[config.mk]
export PLATFORM = sky130hd
export DESIGN_NAME = seven_seg_reader
export DESIGN_NICKNAME = d
export VERILOG_FILES = /design/src/rtl/seven_seg_reader.sv
export SDC_FILE = /design/constraint.sdc
export NUM_CORES = 1
export LEC_CHECK = 0
export BUFFER_PORTS_ARGS = -buffer_cell sky130_fd_sc_hd__buf_2
export CORE_MARGIN = 5
export CORE_UTILIZATION = 59
export DETAILED_ROUTE_END_ITERATION = 8
export GPL_TIMING_DRIVEN = 0
export HOLD_SLACK_MARGIN = 0.15
export PLACE_DENSITY = 0.79
export RECOVER_POWER = 100
export SLEW_MARGIN = 20
export SYNTH_ARGS = -nofsm -noshare
export SYNTH_HDL_FRONTEND = slang
export SYNTH_SLANG_ARGS = --single-unit
[constraint.sdc]
create_clock -name clk -period 2.8 [get_ports clk]
set_input_delay 0 -clock clk [delete_from_list [all_inputs] [get_ports clk]]
set_output_delay 0 -clock clk [all_outputs]
set_load 0.1 [all_outputs]
[src/rtl/seven_seg_reader.sv]
// Seven-segment pattern reader: debounces strobed active-low segment samples and decodes stable patterns to hex.
// Optional error counter output enabled by defining SEG_READER_ERR_CNT_EN.
module seven_seg_reader #(
    parameter int unsigned STABLE_CNT = 3
) (
    input  logic       clk,
    input  logic       reset,
    input  logic [6:0] seg_n,
    input  logic       seg_strobe,
    input  logic       ready,
    output logic [3:0] digit,
    output logic       blank,
    output logic       invalid,
    output logic       valid
`ifdef SEG_READER_ERR_CNT_EN
    ,
    output logic [7:0] err_cnt
`endif
);

    typedef enum logic [1:0] {IDLE, SETTLE, HOLD} state_t;

    localparam logic [3:0] STABLE = 4'(STABLE_CNT);
    localparam logic [6:0] BLANK_PAT = 7'h7F;

    state_t     state, state_next;
    logic [6:0] cand, cand_next;
    logic [3:0] count, count_next;
    logic [6:0] last_pat;
    logic       last_vld;
    logic       fresh, accept;
    logic [3:0] dec_digit;
    logic       dec_blank, dec_invalid;

    always_comb begin
        dec_digit   = 4'h0;
        dec_blank   = 1'b0;
        dec_invalid = 1'b0;
        case (seg_n)
            7'h40: dec_digit = 4'h0;
            7'h79: dec_digit = 4'h1;
            7'h24: dec_digit = 4'h2;
            7'h30: dec_digit = 4'h3;
            7'h19: dec_digit = 4'h4;
            7'h12: dec_digit = 4'h5;
            7'h02: dec_digit = 4'h6;
            7'h78: dec_digit = 4'h7;
            7'h00: dec_digit = 4'h8;
            7'h18: dec_digit = 4'h9;
            7'h08: dec_digit = 4'hA;
            7'h03: dec_digit = 4'hB;
            7'h46: dec_digit = 4'hC;
            7'h21: dec_digit = 4'hD;
            7'h06: dec_digit = 4'hE;
            7'h0E: dec_digit = 4'hF;
            BLANK_PAT: dec_blank = 1'b1;
            default: dec_invalid = 1'b1;
        endcase
    end

    // NOTE: every signal gets a default before the case so no path leaves it unassigned (no latches).
    always_comb begin
        state_next = state;
        cand_next  = cand;
        count_next = count;
        fresh      = 1'b0;
        accept     = 1'b0;
        case (state)
            IDLE: begin
                if (seg_strobe) begin
                    cand_next  = seg_n;
                    count_next = 4'd1;
                    fresh      = 1'b1;
                    state_next = SETTLE;
                end
            end
            SETTLE: begin
                if (seg_strobe) begin
                    if (seg_n == cand) begin
                        count_next = (count == 4'hF) ? 4'hF : count + 4'd1;
                    end else begin
                        cand_next  = seg_n;
                        count_next = 4'd1;
                        fresh      = 1'b1;
                    end
                end
            end
            HOLD: begin
                if (ready) begin
                    state_next = IDLE;
                    count_next = 4'd0;
                end
            end
            default: state_next = IDLE;
        endcase
        // Accept only on the strobe that reaches the threshold, and never the same pattern twice in a row.
        if (state != HOLD && seg_strobe && count_next == STABLE && (fresh || count != STABLE)
            && (!last_vld || seg_n != last_pat)) begin
            accept     = 1'b1;
            state_next = HOLD;
        end
    end

    // NOTE: sequential state uses non-blocking assignments so all flops update from pre-edge values.
    always_ff @(posedge clk or posedge reset) begin
        if (reset) begin
            state    <= IDLE;
            cand     <= BLANK_PAT;
            count    <= 4'd0;
            last_pat <= BLANK_PAT;
            last_vld <= 1'b0;
            digit    <= 4'h0;
            blank    <= 1'b0;
            invalid  <= 1'b0;
            valid    <= 1'b0;
        end else begin
            state <= state_next;
            cand  <= cand_next;
            count <= count_next;
            valid <= (state_next == HOLD);
            if (accept) begin
                digit    <= dec_digit;
                blank    <= dec_blank;
                invalid  <= dec_invalid;
                last_pat <= seg_n;
                last_vld <= 1'b1;
            end
        end
    end

`ifdef SEG_READER_ERR_CNT_EN
    always_ff @(posedge clk or posedge reset) begin
        if (reset) begin
            err_cnt <= 8'd0;
        end else if (accept && dec_invalid && err_cnt != 8'hFF) begin
            err_cnt <= err_cnt + 8'd1;
        end
    end
`endif

endmodule

==> out/metrics.yaml, run 1 <==
hold_path:
  hp-start: "seg_n[1]"
  hold_class: "in -> reg"
clock_network:
  cts-root-buf: "clkbuf_4"
  cts_hold_buffers: 5
  clkSinkCount: 28
  clkTransAtPathRegs_ns: 0.16
  clk_latency_ns: 0.33
  cts_buffer_depth: 2
  post_cts_buffers: 0
  ctsResizeCount: 0
  cts_tree: "yes"
  cts_buffers: 3
  htreeDepth: 1
placed_design:
  dp_hpwl_um: 2980
  dp.cells: 251
  place_congestion: 0.930
  port_buffers: 12
  postPlaceCellArea_sq_mm: 0.00202
  pre_cts_slack_ns: 0.597
routing:
  wl_met1_um: 1720
  dr.pass1.iters: 4
  vias: 1511
  wl_per_cell_um: 15.6
  drt_iter0_markers: 79
  drcViolationCount: 0
  drt-vias-per-instance: 5.81
  wl_met3_um: 202
  wirelength_um: 4060
  dr_wl_met2_um: 2050
  ant_nets: 0
  topRoutingLayerUsed: "met4"
sta:
  clock.fmax_mhz: 424
  rsz0062_at_grt: "false"
  drv_slew: 0
  timing.final.ws_setup_ns: 0.444
  holdWs_ns: 0.178
  tns_ns: 0
  fin_worst_skew_ns: 0.0114
  tightest_slew_ns: 1.17
  finalCritPeriodShare_pct: 84.1
  setup_viol: 0
  maxSlewHeadroom_pct: 22.1
  hold_viol: 0
  finalCriticalPeriod_ns: 2.36
worst_setup_path:
  critPathCaptureType: "register"
  startpoint: "cand[4]"
  crit_fanout: 10
  path_class: "reg -> reg"
  cp.arrival_ns: 2.63
  start_kind: "register"
  worstPathRequired_ns: 3.08
  r2r-start: "cand[4]"
pwr:
  p_sw_share_pct: 36.9
  power_switching_mw: 0.389
  p_leak_nw: 0.890
  pwr-share-clk_pct: 19.0
  internal-power_mw: 0.667
  ir_drop_mv: 0.287
  power.density_cell_area_mw_per_mm2: 510
  seqPwrFrac_pct: 49.1
  p_comb_share_pct: 31.9
die:
  core_area_sq_mm: 0.00308
  die-area_sq_mm: 0.00447
  fp.dieW_um: 66.8
  die_h_um: 66.8
  ios: 18
  rows: 20
  start_util_pct: 61.9
logic_synthesis:
  ys_ff_latch: 28
  yosys_most_used_dff: "dfstp_2"
  synth_edf_count: 0
  synth_top_area_share_pct: 19.3
  synth_area_per_cell_sq_um: 9.77
  syn_nets: 207
  async_flop_share_pct: 100
  synth.cell_area_sq_mm: 0.00191
  yosysMostFrequentCell: "nand2_1"
  netlist_instances: 195
  netlist_top_cells_count: "nand2_1 (20), dfrtp_1 (14), dfstp_2 (14)"
  synthDistinctLibCells: 50
  synthTopCellsByArea: "dfstp_2 (19%), dfrtp_1 (18%), mux2_2 (5.9%)"
  yosysTopAreaCell: "dfstp_2"
  ys_warn_count: 0
  yosysSeqAreaShare_pct: 37.7
finish:
  fillers: 273
  postLayoutCellArea_sq_mm: 0.00207
  drive_gt1_share_pct: 25.5
  antennaDiodeCount: 0
  stdcell_count: 260
  final_nets: 229
  area_growth_pct: 8.67
grt:
  grt_overflow: 0
  grt_pass1_wl_um: 7230
  antenna_found_initial: 0
  grt_util_all_layers_pct: 21.2
  grt_max_degree: 29
  grt_pass1_vias: 1576
outcome:
  status: "finished clean"
flow_run:
  drv_cap: 0
[cell type report]
cell class | count | area [sq um] | area share [%]
plain buffers | 15 | 95.1 | 4.59
clock buffers | 4 | 36.3 | 1.75
inverters | 6 | 22.5 | 1.09
multi-input cells | 146 | 1040 | 50.3
flip-flops and latches | 28 | 718 | 34.7
well taps | 44 | 55.1 | 2.66
repair buffers | 17 | 101 | 4.89
[sequential cells by signal, indices dropped and copies added (netlist names), 2 cells and up]
name,cells
cand,7
count,4
digit,4
last_pat,7
state,2
[logic make-up after synthesis]
logic type	synth area share, %
xor+xnor	9.78
buf+inv	6.24
fa+ha+maj	0.656
mux	11.4
compound gates	13.3
simple gates	20.9
flops	37.7
[per-stage QoR]
stage	utilization (%)	power [mW]
finish	67.3	1.06
global placement	65.7	0.860
CTS	68.5	1.07
floorplan	-	0.809
detailed placement	65.7	0.875
global route	67.3	1.11
[worst max-delay path, cell delays in order, from the launching register on]
cell and delay [ns]:
dfstp_1 0.57, xnor2_1 0.15, nand4_2 0.17, nor2_1 0.37, a41o_2 0.31, nand4_4 0.17, buf_6 0.21, mux2_1 0.34
[metal layers]
| layer | vias to the layer above | GRT usage [%] |
|---|---|---|
| li1 | 730 | - |
| met1 | 711 | 26.5 |
| met2 | 57 | 37.4 |
| met3 | 13 | 2.70 |
| met4 | 0 | 7.36 |
| met5 | - | 0 |
[final timing paths]
| check | end | slack (ns) | depth (start not counted) |
|---|---|---|---|
| min | cand[1] | 0.18 | 4 |
| max in group asynchronous | count[2] | 1.74 | 3 |
| max reg2reg | last_pat[0] | 0.44 | 7 |
| min in group asynchronous | state[1] | 0.43 | 3 |
| min reg2reg | cand[6] | 0.50 | 2 |
| max | last_pat[0] | 0.44 | 7 |
[layout by cell type (no fill, tap or decap), types with 2 or more instances in the layout]
| cell type | Yosys | routed |
|---|---|---|
| inv_1 | 6 | 6 |
| dfrtp_1 | 14 | 14 |
| mux2i_1 | 3 | 3 |
| o31ai_1 | 4 | 4 |
| clkbuf_4 | 0 | 3 |
| dlygate4sd3_1 | 0 | 5 |
| mux2_1 | 0 | 5 |
| buf_1 | 2 | 2 |
| mux2_2 | 10 | 10 |
| a31oi_1 | 2 | 2 |
| o211ai_1 | 2 | 2 |
| o21ai_0 | 8 | 8 |
| o21a_1 | 2 | 2 |
| nand2b_1 | 6 | 6 |
| nor3_1 | 3 | 3 |
| nor2_1 | 11 | 12 |
| nor2b_1 | 6 | 6 |
| or3_1 | 3 | 3 |
| buf_2 | 7 | 11 |
| dfstp_2 | 14 | 13 |
| nand4_2 | 2 | 2 |
| nand4_1 | 3 | 3 |
| xnor2_1 | 5 | 5 |
| xnor2_2 | 5 | 5 |
| buf_6 | 4 | 4 |
| nand2_1 | 20 | 20 |
| xor2_1 | 7 | 7 |
| a21oi_1 | 5 | 5 |
| o22ai_1 | 3 | 3 |
| clkbuf_1 | 1 | 9 |
| nand3_1 | 11 | 11 |
[power by group through the flow]
stage | logic [mW] | clock network [mW] | registers (mW)
after floorplan | 0.174 | 0 | 0.635
after global placement | 0.340 | 0 | 0.520
after detailed placement | 0.350 | 0 | 0.525
after CTS | 0.356 | 0.199 | 0.519
after global routing | 0.363 | 0.219 | 0.527
final | 0.337 | 0.200 | 0.519
Power figures use the tool's default switching activity.
==> run 2, diff against run 1 <==
Clock period 2.8 ns to 2.2 ns, I/O delays scaled along.
==> run 2 against run 1 <==
Against the previous run: sequential share of layout area fell by 1.1 points; highest routed layer unchanged; critical path depth did not move; via count rose by 0.20%; final area rose by 3.1%; sequential cell count did not move; largest power group unchanged; routed wire length rose by 3.6%; non-clock buffer count rose by 3; sequential power rose by 28%; first-iteration DRC count rose by 35%; global-route usage rose by 0.39 points; die area did not move.
==> out/metrics.yaml, run 2 (synthesized netlist as in run 1, its figures left out) <==
sta:
  setup_viol: 0
  maxSlewHeadroom_pct: 22.2
  timing.final.ws_setup_ns: 0.108
  hold_viol: 0
  tightest_slew_ns: 1.17
  clock.fmax_mhz: 478
  finalCritPeriodShare_pct: 95.1
  fin_worst_skew_ns: 0.0125
  finalCriticalPeriod_ns: 2.09
  drv_slew: 0
  holdWs_ns: 0.179
die:
  start_util_pct: 61.9
  rows: 20
  ios: 18
  die-area_sq_mm: 0.00447
  core_area_sq_mm: 0.00308
  fp.dieW_um: 66.8
  die_h_um: 66.8
hold_path:
  hold_class: "in -> reg"
  hp-start: "seg_n[1]"
routing:
  wirelength_um: 4210
  drt-vias-per-instance: 5.76
  drcViolationCount: 0
  vias: 1514
  drt_iter0_markers: 107
  dr.pass1.iters: 4
  wl_per_cell_um: 16.0
  ant_nets: 0
grt:
  grt_util_all_layers_pct: 21.6
  grt_pass1_vias: 1607
  antenna_found_initial: 0
  grt_overflow: 0
  grt_pass1_wl_um: 7330
  grt_max_degree: 29
finish:
  mostFrequentLayoutCell: "nand2_1"
  antennaDiodeCount: 0
  area_growth_pct: 12.1
  layout_common_cells: "nand2_1 (20), dfrtp_1 (14), dfstp_2 (14)"
  drive_gt1_share_pct: 32.0
  reg_top3: "cand (7), last_pat (7)"
  final_nets: 232
  fillers: 259
clock_network:
  cts_buffer_depth: 2
  cts_tree: "yes"
  clkTransAtPathRegs_ns: 0.15
  clk_latency_ns: 0.33
  cts-root-buf: "clkbuf_4"
  htreeDepth: 1
  clkSinkCount: 28
  cts_buffers: 3
worst_setup_path:
  ff2ff_path_depth: 7
  r2r_end: "last_pat[6]"
  startpoint: "cand[4]"
  worstPathRequired_ns: 2.47
  r2r-start: "cand[4]"
  crit_end: "last_pat[6]"
  path_class: "reg -> reg"
  crit_fanout: 10
  critPathCaptureType: "register"
  start_kind: "register"
  cp.arrival_ns: 2.36
  r2r_slack_ns: 0.11
placed_design:
  place_congestion: 0.930
  pre_cts_slack_ns: -0.00311
  dp_hpwl_um: 2980
  port_buffers: 12
flow_run:
  drv_cap: 0
outcome:
  status: "finished clean"
pwr:
  ir_drop_mv: 0.367
  p_leak_nw: 0.924
  power.density_cell_area_mw_per_mm2: 638
  total_power_mw: 1.36
run 2: final cells by class:
| type | count | area [sq um] | share of cell area, % |
|---|---|---|---|
| Buffer | 15 | 98.8 | 4.63 |
| Clock buffer | 4 | 36.3 | 1.70 |
| Inverter | 6 | 22.5 | 1.05 |
| Multi-Input combinational cell | 146 | 1080 | 50.6 |
| Sequential cell | 28 | 718 | 33.6 |
| Tap cell | 44 | 55.1 | 2.58 |
| Timing Repair Buffer | 20 | 124 | 5.80 |
run 2: power by group:
part           internal, mW  switching (mW)  total, mW
clock network         0.101           0.150      0.251
registers             0.612          0.0495      0.662
logic                 0.153           0.297      0.450
run 2: metal layers:
layer / vias to the layer above / global-route usage [%] / wire length, um
li1: 733 / - / -
met1: 715 / 26.4 / 1780
met2: 55 / 37.6 / 2180
met3: 11 / 3.20 / 178
met4: 0 / 9.14 / 70
met5: - / 0 / 0
run 2: worst min path at each step:
| stage | to | slack (ns) | cells past startpoint |
|---|---|---|---|
| 2_1_floorplan | blank | 0.06 | 1 |
| 3_3_place_gp | state[1] | 0.22 | 2 |
| 3_5_place_dp | valid | 0.24 | 2 |
| 4_1_cts | cand[1] | 0.18 | 4 |
| 5_1_grt | last_pat[1] | 0.21 | 3 |
| 6_report | cand[1] | 0.18 | 4 |
run 2: critical path: stages (launching register included):
cell and delay (ns):
dfstp_2 0.57, xnor2_1 0.14, nand4_2 0.22, o31ai_2 0.30, a41o_2 0.18, nand4_4 0.13
buf_6 0.19, mux2_4 0.30
run 2: timing repair:
| item | CTS | global route |
|---|---|---|
| gates cloned | 0 | 0 |
| resized for setup | 0 | 6 |
| pin swaps | 1 | 0 |
| hold buffers | 5 | 0 |
| buffers inserted | 2 | 1 |
| hold endpoints to repair | 20 | 0 |
| endpoints found under the setup margin | 5 | 11 |
run 2: through the flow:
stage               TNS [ns]  std cells  instance area (sq um)  util [%]
CTS                        0        262                   2120      68.9
detailed placement  -0.00311        251                   2020      65.7
global route         -0.0422        263                   2140      69.4
global placement           0        251                   2020      65.7
finish                     0        263                   2140      69.4
floorplan                  0        195                   1910         -
==> run 3, diff against run 2 <==
Settings changed: CORE_MARGIN 5 to 2, REMOVE_ABC_BUFFERS set to 1.
==> run 3 against run 2 <==
Against the previous run: sequential share of layout area up 0.85 points; routed wire length fell by 12%; first-iteration DRC count fell by 19%; register-to-register slack improved by 0.02 ns; combinational power decreased by 4%; via count shrank 1.8%; core utilization down 1.2 points; critical path type unchanged.
==> out/metrics.yaml, run 3 (synthesized netlist as in run 1, its figures left out) <==
placed_design:
  place_congestion: 0.893
  postPlaceCellArea_sq_mm: 0.00195
  dp.cells: 241
  dp_hpwl_um: 2660
  pre_cts_slack_ns: -0.108
  port_buffers: 17
finish:
  stdcell_count: 255
  mostFrequentLayoutCell: "nand2_1"
  reg_top3: "cand (7), last_pat (7)"
  drive_gt1_share_pct: 27.0
  area_growth_pct: 9.32
  layout_common_cells: "nand2_1 (20), dfrtp_1 (14), dfstp_2 (13), nand3_1 (11), nor2_1 (11)"
  postLayoutCellArea_sq_mm: 0.00208
  antennaDiodeCount: 0
  final_nets: 224
  fillers: 247
grt:
  grt_overflow: 0
  antenna_found_initial: 0
  grt_pass1_vias: 1463
  grt_max_degree: 29
  grt_pass1_wl_um: 6530
  grt_util_all_layers_pct: 23.5
worst_setup_path:
  cp.arrival_ns: 2.31
  worstPathRequired_ns: 2.43
  ff2ff_path_depth: 7
  critPathCaptureType: "register"
  crit_fanout: 12
  crit_path_top_delay_cell: "dfstp_1"
  path_class: "reg -> reg"
  start_kind: "register"
  worstPathCellList: "xnor2_2 -> nand4_1 -> nor2_4 -> a41o_2 -> nand4_4 -> buf_12 -> mux2_2"
  max_stage_delay_ns: 0.59
clock_network:
  clkTransAtPathRegs_ns: 0.15
  clkSinkCount: 28
  cts-root-buf: "clkbuf_4"
  htreeDepth: 1
  clk_latency_ns: 0.32
  cts_tree: "yes"
  cts_buffer_depth: 2
  cts_buffers: 3
sta:
  drv_slew: 0
  setup_viol: 0
  finalCritPeriodShare_pct: 94.4
  timing.final.ws_setup_ns: 0.124
  rsz0062_at_grt: "false"
  fin_worst_skew_ns: 0.00563
  clock.fmax_mhz: 482
  holdWs_ns: 0.167
  tightest_slew_ns: 1.17
  hold_viol: 0
  finalCriticalPeriod_ns: 2.08
  maxSlewHeadroom_pct: 22.6
routing:
  drt-vias-per-instance: 5.83
  drt_iter0_markers: 87
  dr.pass1.iters: 4
  wl_per_cell_um: 14.5
  vias: 1487
  wirelength_um: 3710
  drcViolationCount: 0
  ant_nets: 0
pwr:
  ir_drop_mv: 0.476
  power.density_cell_area_mw_per_mm2: 644
  p_leak_nw: 0.891
die:
  die_h_um: 60.8
  ios: 18
  rows: 20
  die-area_sq_mm: 0.00370
  fp.dieW_um: 60.8
  core_area_sq_mm: 0.00305
  start_util_pct: 62.4
outcome:
  status: "finished clean"
hold_path:
  hold_path_depth: 2
  hold_class: "in -> reg"
flow_run:
  drv_cap: 0
-- run 3: cell types whose count changed in the layout (fill, tap and decap cells not counted), moves of 2 or more --
cell,delta
buf_6,-4
buf_4,-3
buf_1,-2
dlygate4sd3_1,+3
-- run 3: area by class of cell --
| cell class | count | area, sq um | share of cell area [%] |
|---|---|---|---|
| multi-input combinational | 146 | 1070 | 51.2 |
| sequential | 28 | 718 | 34.5 |
| timing repair buffer | 27 | 184 | 8.83 |
| tap | 44 | 55.1 | 2.64 |
| clock buffer | 4 | 36.3 | 1.74 |
| inverter | 6 | 22.5 | 1.08 |
-- run 3: final timing paths --
kind | from | end | slack (ns)
max | cand[3] | digit[0] | 0.12
min | seg_n[0] | cand[0] | 0.17
max reg2reg | cand[3] | digit[0] | 0.12
min reg2reg | cand[6] | cand[6] | 0.49
max in group asynchronous | reset | count[3] | 1.13
min in group asynchronous | reset | digit[2] | 0.45
-- run 3: critical path: cells and delay by family, from the launching register on --
| kind | cells | cell delay [ns] |
|---|---|---|
| DFF | 1 | 0.59 |
| and+or+nand+nor | 3 | 0.57 |
| muxes | 1 | 0.27 |
| AOI/OAI and AO/OA | 1 | 0.25 |
| buffers and inverters | 1 | 0.17 |
| xor gates and xnor gates | 1 | 0.12 |
-- run 3: metrics by stage --
step	power [mW]	TNS [ns]	util (%)
CTS	1.36	0	68.6
floorplan	0.998	0	-
global placement	1.08	-0.0800	63.9
global route	1.41	0	68.2
finish	1.34	0	68.2
detailed placement	1.10	-0.951	63.9
-- run 3: what timing repair did --
action | in CTS | in global routing
hold buffers | 8 | 0
gates resized for setup | 1 | 1
setup endpoints to repair | 11 | 10
setup buffers | 2 | 0
pin swaps | 1 | 0
endpoints found under the hold margin | 26 | 0
-- run 3: power by group --
part           total [mW]  internal, mW  switching (mW)
combinational       0.432         0.146           0.286
sequential          0.658         0.611          0.0468
clock               0.253         0.101           0.151
-- run 3: metal layers --
metal	track usage, %	vias to the layer above	share of wire (%)
li1	-	721	-
met4	6.83	0	0.75
met1	32.1	718	44
met2	38.4	44	50
met3	4.05	4	5.8
met5	0	-	0
